## src/rtl/machdich_input_ctrl.sv

```systemverilog
// -----------------------------------------------------------------------------
// machdich_input_ctrl
//   Front-end control stage for the machdich LED pattern engine.
//   Synchronises and debounces the RUN and MODE push-buttons, and drives the
//   engine's ss (run/hold) and mode inputs. It also produces the step_tick pacing
//   pulse and a mode_chg pulse.
//
//   Optional feature: define MACHDICH_AUTO_MODE_EN to enable auto mode cycling.
//   In that build the mode advances automatically after every AUTO_STEPS ticks.
// -----------------------------------------------------------------------------
module machdich_input_ctrl #(
   parameter int DEB_CYCLES = 500000,   // stable cycles before a level is accepted
   parameter int TICK_DIV   = 12500000, // clk cycles per step_tick while running
   parameter int AUTO_STEPS = 32        // ticks per mode in auto-cycle build
) (
   input  logic       clk,
   input  logic       reset_n,
   input  logic       btn_run,
   input  logic       btn_mode,
   output logic       ss,
   output logic [1:0] mode,
   output logic       step_tick,
   output logic       mode_chg
);

   localparam int DW = (DEB_CYCLES > 1) ? $clog2(DEB_CYCLES) : 1;
   localparam int PW = $clog2(TICK_DIV);
   localparam logic [DW-1:0] DEB_LAST  = DW'(DEB_CYCLES - 1);
   localparam logic [PW-1:0] TICK_LAST = PW'(TICK_DIV - 1);

   // Elaboration-time parameter sanity checks.
   if (TICK_DIV < 2 || DEB_CYCLES < 1 || AUTO_STEPS < 1) begin : g_bad_params
      $error("machdich_input_ctrl: TICK_DIV must be >= 2, DEB_CYCLES and AUTO_STEPS >= 1");
   end

   // Bit 0 = RUN button, bit 1 = MODE button.
   logic [1:0]    sync1;
   logic [1:0]    sync2;
   logic [1:0]    deb_q;
   logic [1:0]    deb_prev;
   logic [DW-1:0] deb_cnt [2];
   logic [1:0]    press;
   logic          run_ev;
   logic          mode_ev;
   logic          auto_ev;
   logic          adv;
   logic [PW-1:0] presc;

   // Two-flop synchroniser and per-button debounce counter.
   // NOTE: sequential state uses non-blocking assignments so every flop samples
   // the pre-edge values, independent of statement order.
   always_ff @(posedge clk or negedge reset_n) begin
      if (!reset_n) begin
         sync1    <= '0;
         sync2    <= '0;
         deb_q    <= '0;
         deb_prev <= '0;
         // NOTE: deb_cnt is a two-entry register array, not a RAM, so it is
         // cheap and safe to clear it on reset like any other flop.
         for (int i = 0; i < 2; i++) deb_cnt[i] <= '0;
      end else begin
         sync1    <= {btn_mode, btn_run};
         sync2    <= sync1;
         deb_prev <= deb_q;
         for (int i = 0; i < 2; i++) begin
            if (sync2[i] == deb_q[i]) begin
               deb_cnt[i] <= '0;
            end else if (deb_cnt[i] == DEB_LAST) begin
               deb_q[i]   <= sync2[i];
               deb_cnt[i] <= '0;
            end else begin
               deb_cnt[i] <= deb_cnt[i] + DW'(1);
            end
         end
      end
   end

   // Press events are the rising edge of the debounced level; release is ignored.
   assign press   = deb_q & ~deb_prev;
   assign run_ev  = press[0];
   assign mode_ev = press[1];

`ifdef MACHDICH_AUTO_MODE_EN
   localparam int AW = (AUTO_STEPS > 1) ? $clog2(AUTO_STEPS) : 1;
   localparam logic [AW-1:0] AUTO_LAST = AW'(AUTO_STEPS - 1);

   logic [AW-1:0] auto_cnt;

   // The last tick of a group advances the mode in the following cycle.
   assign auto_ev = step_tick && (auto_cnt == AUTO_LAST);

   // Counts issued ticks; it only moves on a tick, so hold freezes it.
   always_ff @(posedge clk or negedge reset_n) begin
      if (!reset_n) begin
         auto_cnt <= '0;
      end else if (mode_ev || auto_ev) begin
         auto_cnt <= '0;
      end else if (step_tick) begin
         auto_cnt <= auto_cnt + AW'(1);
      end
   end
`else
   assign auto_ev = 1'b0;
`endif

   // Manual and auto advance in the same cycle still step the mode only once.
   assign adv = mode_ev | auto_ev;

   // Run/hold, mode select and step prescaler; every output is a flop.
   always_ff @(posedge clk or negedge reset_n) begin
      if (!reset_n) begin
         ss        <= 1'b1;
         mode      <= 2'b00;
         mode_chg  <= 1'b0;
         step_tick <= 1'b0;
         presc     <= '0;
      end else begin
         if (run_ev) ss <= ~ss;
         if (adv) mode <= mode + 2'd1;
         mode_chg <= adv;
         // A hold or a mode change restarts a full tick period.
         if (ss || adv) begin
            presc     <= '0;
            step_tick <= 1'b0;
         end else if (presc == TICK_LAST) begin
            presc     <= '0;
            // No tick in the cycle that enters hold.
            step_tick <= ~run_ev;
         end else begin
            presc     <= presc + PW'(1);
            step_tick <= 1'b0;
         end
      end
   end

endmodule

```

## config.mk

```make
export PLATFORM = sky130hd
export DESIGN_NAME = machdich_input_ctrl
export DESIGN_NICKNAME = d
export VERILOG_FILES = /design/src/rtl/machdich_input_ctrl.sv
export SDC_FILE = /design/constraint.sdc
export NUM_CORES = 1
export LEC_CHECK = 0
export CAP_MARGIN = 20
export CORE_MARGIN = 2
export CORE_UTILIZATION = 45
export CTS_CLUSTER_SIZE = 25
export DETAILED_ROUTE_END_ITERATION = 6
export SLEW_MARGIN = 20
export SYNTH_ARGS = -nofsm -noshare
export SYNTH_HDL_FRONTEND = slang
export SYNTH_SLANG_ARGS = --single-unit
```

## constraint.sdc

```tcl
create_clock -name clk -period 5.5 [get_ports clk]
set_clock_uncertainty 0.2 [all_clocks]
set_input_delay 1.65 -clock clk [delete_from_list [all_inputs] [get_ports clk]]
set_output_delay 1.65 -clock clk [all_outputs]
set_load 0.02 [all_outputs]
```

# Word-level counts from Yosys, hierarchy flattened
# Cells that the tools add are included.
dict set report totals {
  reg_bits 75
  in_bits 4
  out_inout_bits 5
  wordCells 38
}
dict set report op_classes {
  addsub 4
  eq_ne 5
  mux 8
  bitwise 6
  reduce_logical 3
}
# op n
set op_table {}
lappend op_table {{two-way mux 19 bit} 4}
lappend op_table {{two-way mux 24 bit} 2}
lappend op_table {{adder 19 x 1 -> 19 bit (second input constant)} 2}
lappend op_table {{== test 19 bit (second input constant)} 2}
lappend op_table {{adder 24 x 1 -> 24 bit (second input constant)} 1}
lappend op_table {{== test 24 bit (second input constant)} 1}
lappend op_table {{inverter 1 bit} 4}
lappend op_table {{AND reduction 2 bit} 2}
lappend op_table {{adder 2 x 1 -> 2 bit (second input constant)} 1}
lappend op_table {{AND 2 bit} 1}
lappend op_table {{== test 1 bit} 2}
lappend op_table {{two-way mux 1 bit} 2}
lappend op_table {{inverter 2 bit} 1}
lappend op_table {{logical OR 1 bit} 1}

# Longest topological paths before layout
dict set report logic_depth {
  ltp_word 5
  mapped_depth 6
  ltp_nobuf 5
}

# Worst setup path before layout
# Ideal clock, no wire load.
dict set report synth_timing {
  kind {reg-to-output}
  from {reg ss}
  to {out ss}
  arrival_time_ns 0.579
  t_required_ns 3.650
  path_slack_ns 3.071
  path_stages_with_launch 1
  n_path_buf 0
  cell_sequence {dfstp_2}
}
# element line_no
set synth_rtl {}
lappend synth_rtl {{start, declared} 20} ;# output logic ss,
lappend synth_rtl {{start signal, assigned} 118} ;# if (run_ev) ss <= ~ss;
# No word-level cell between the ends.

# Worst setup path after layout
dict set report layout_timing {
  from {reg ss}
  to {out ss}
}
# No word-level cell between the ends.

==> metrics.md <==
| Metric | Value |
|---|---|
| Run status | complete, no violations |
| Largest net degree at the start of global routing | 76 |
| Cts bufs inserted | 9 |
| Die Y | between 90 and 100 um |
| CTS sink cnt | between 70 and 80 |
| H-tree depth | 3 |
| Core area | 7690 sq um |
| Die area | roughly 8600 sq um |
| Met3 WL | about 170 um |
| Overall power | 0.000980 W |
| Top Metal Used | met4 |
| IO Pins | 9 |
| Crit path from | ss |
| DPL Wire Length | 4290 um |
| Post-Synthesis Cells | around 350 |
| Yosys reg bits | 75 |
| Crit path buf inv count | 1 |
| N_diodes | 0 |
| Met1 wire length | 3370 um |
| Final net count | 372 |
| Data arrival, critical path | 1.50 ns |
| PortBufs | 8 |
| WL/cell | 14.1 um |
| Cell Pwr Density | 249 nW/um^2 |
| Post-DR vias/cell | ~5.4 |
| Fin. max-slew vios | 0 |
| Top FF cell, synth | dfrtp_1 |
| DR vias | 2,571 |
| Initial antenna violation count | 0 |
| DRT iter0 DRCs | a little under 70 |
| Die X | just over 90 um |
| WL final | approximately 6700 um |
| Worst path top cell family by delay | buffers and inverters |
| Final setup viols | 0 |
| TritonCTS clock tree | done |
| Row count | 32 |
| Worst-Margin Slew | between 0.9 and 1 ns |
| Cell count along the critical path | 1 |
| Asr flop ratio synth | 100% |
| Post-synth EDFFs | 0 |
| GRT Util Overall | 17.2% |
| Most frequent cells in the layout | dfrtp_1, nor2_1, xnor2_1 |
| Commonest non-fill, non-tap cell in the layout | dfrtp_1 |
| Max Cap Violations | 0 |
| Worst-Skew Late Latency | about 0.35 ns |
| Post-layout minimum cycle time | roughly 3.3 ns |
| Hold Vio Cnt, Final | 0 |
| Drt first pass iters | 4 |
| Layout cell share with drive strength beyond 1 | approximately a tenth |
| Sequential-to-total area share from yosys stat | a little over half |
| GRT overflow | 0 |
| CP max FO | 3 |
| Peak VDD IR | about 130 uV |
| Global-route wire length before repair | 11,800 um |
| Crit path cell chain | clkdlybuf4s50_1 |
| Clk slew on worst S/H paths | about 0.080 ns |
| Clock buffer depth | 2 |
| Root buf cell | clkbuf_8 |
| Met2 wire length | roughly 3000 um |
| Critical Path RT | 3.65 ns |
| Final antenna-violating net count | 0 |
| Fin Setup TNS | 0 ns |
| Unrepaired setup endpoints after global routing | false |
| Post-cts resize count | 0 |
| Mapped cell area | about 3600 sq um |
| Yosys warnings | 0 |
| CTS hold repair buffers | 0 |
| Placed Area | between 3000 and 4000 sq um |
| Rel. slew slack | a little under two fifths |
| Period utilisation layout | a little over 60% |
| Avg Inst Size Synth | a little over 10 sq um |
| Max incr delay on CP | 0.60 ns |
| Critical path class | reg -> out |
| Crit path launch type | flip-flop |
| Number of setup buffers added after CTS | 0 |
| Crit-path slowest cell | clkdlybuf4s50_1 |
| Worst r2r src | presc[7] |
| Initial Util | roughly 46% |
| DRC viols | 0 |
| RePlAce Congestion | 0.815 |
| Area Growth Syn to Fin | 10.4% |
| Syn Nets | 360 |
| R2R Path End | presc[23] |
| Count of different cell masters after synthesis | 37 |
| R2R Setup Slk | 3.20 ns |
| Crit path capture | ss |
| Crit. End Element | output pin |
| LEAKAGE | approximately 1.5 nW |
| Finished Cell Area | 3930 sq um |
| FF-to-FF path depth | 4 |
| Worst hold path class | reg -> reg |
| Fmax | 0.299 GHz |
| Vias in the first global route | 2,487 |
## kinds of logic (layout without fill, tap and decap cells)
group,Yosys count,in the layout,synth area share [%]
buf+inv,23,40,2.53
flops,75,75,52.8
mux,2,2,0.633
compound gates,41,41,7.07
xor+xnor,42,42,10.3
simple gates,167,167,25.6
fa+ha+maj,3,3,1.06
## through the flow
| step | instances | util, % | setup WS, ns | hold slack [ns] |
|---|---|---|---|---|
| finish | 472 | 51.1 | 2.15 | 0.157 |
| global route | 472 | 51.1 | 2.10 | 0.174 |
| CTS | 472 | 51.1 | 2.13 | 0.162 |
| detailed placement | 456 | 48.6 | 2.53 | 0.144 |
| global placement | 456 | 48.6 | 2.53 | 0.136 |
| floorplan | 353 | - | 3.07 | 0.131 |
## sequential cells by signal, summed over array words and instances, names as in the netlist, 2 cells and up
| signal | count |
|---|---|
| deb_prev | 2 |
| deb_q | 2 |
| sync1 | 2 |
| presc | 24 |
| deb_cnt | 38 |
| mode | 2 |
| sync2 | 2 |
## how the worst min path moves through the flow
stage	from	end	slack [ns]	cells past startpoint
floorplan	sync1[0]	sync2[0]	0.13	0
global placement	sync1[1]	sync2[1]	0.14	0
detailed placement	sync1[1]	sync2[1]	0.14	0
CTS	sync1[1]	sync2[1]	0.16	0
global route	sync1[0]	sync2[0]	0.17	0
finish	sync1[1]	sync2[1]	0.16	0
## synthesized netlist by cell type (3+ instances only)
| master | count | area share (%) |
|---|---|---|
| o31ai_1 | 14 | 3.0 |
| nor4_1 | 9 | 1.6 |
| buf_2 | 3 | 0.42 |
| clkbuf_1 | 6 | 0.63 |
| nand4_1 | 13 | 2.3 |
| or3_1 | 3 | 0.53 |
| xnor2_1 | 26 | 6.4 |
| o21ai_0 | 3 | 0.42 |
| a21oi_1 | 19 | 2.7 |
| nor2_1 | 50 | 5.3 |
| inv_1 | 14 | 1.5 |
| nand2_1 | 21 | 2.2 |
| nand3_1 | 21 | 3.0 |
| ha_1 | 3 | 1.1 |
| nor3_1 | 9 | 1.3 |
| xor2_1 | 16 | 3.9 |
| or3_2 | 4 | 0.84 |
| dfrtp_1 | 74 | 52 |
| and4_1 | 4 | 0.98 |
| nor4b_1 | 4 | 0.98 |
| or4_1 | 15 | 3.2 |
## area by class of cell
cell class                      count  area [sq um]
Multi-Input combinational cell    255          1590
Tap cell                          102           128
Clock inverter                      5          36.3
Timing Repair Buffer               10          92.6
Inverter                           14          52.6
Sequential cell                    75          1880
Fill cell                         714          3760
Clock buffer                       11           151
## routing by layer
metal  vias up  track usage [%]
met1      1261             24.5
met3         7             2.93
met5         -                0
met2        24             26.4
li1       1279                -
met4         0             6.62
## power by group
group / switching (W) / total (W) / internal, W / leakage, nW
sequential: 0.00000480 / 0.000561 / 0.000556 / 1.02
combinational: 0.0000187 / 0.0000249 / 0.00000617 / 0.438
clock: 0.000205 / 0.000394 / 0.000189 / 0.0880
(Power assumes the default switching activity.)
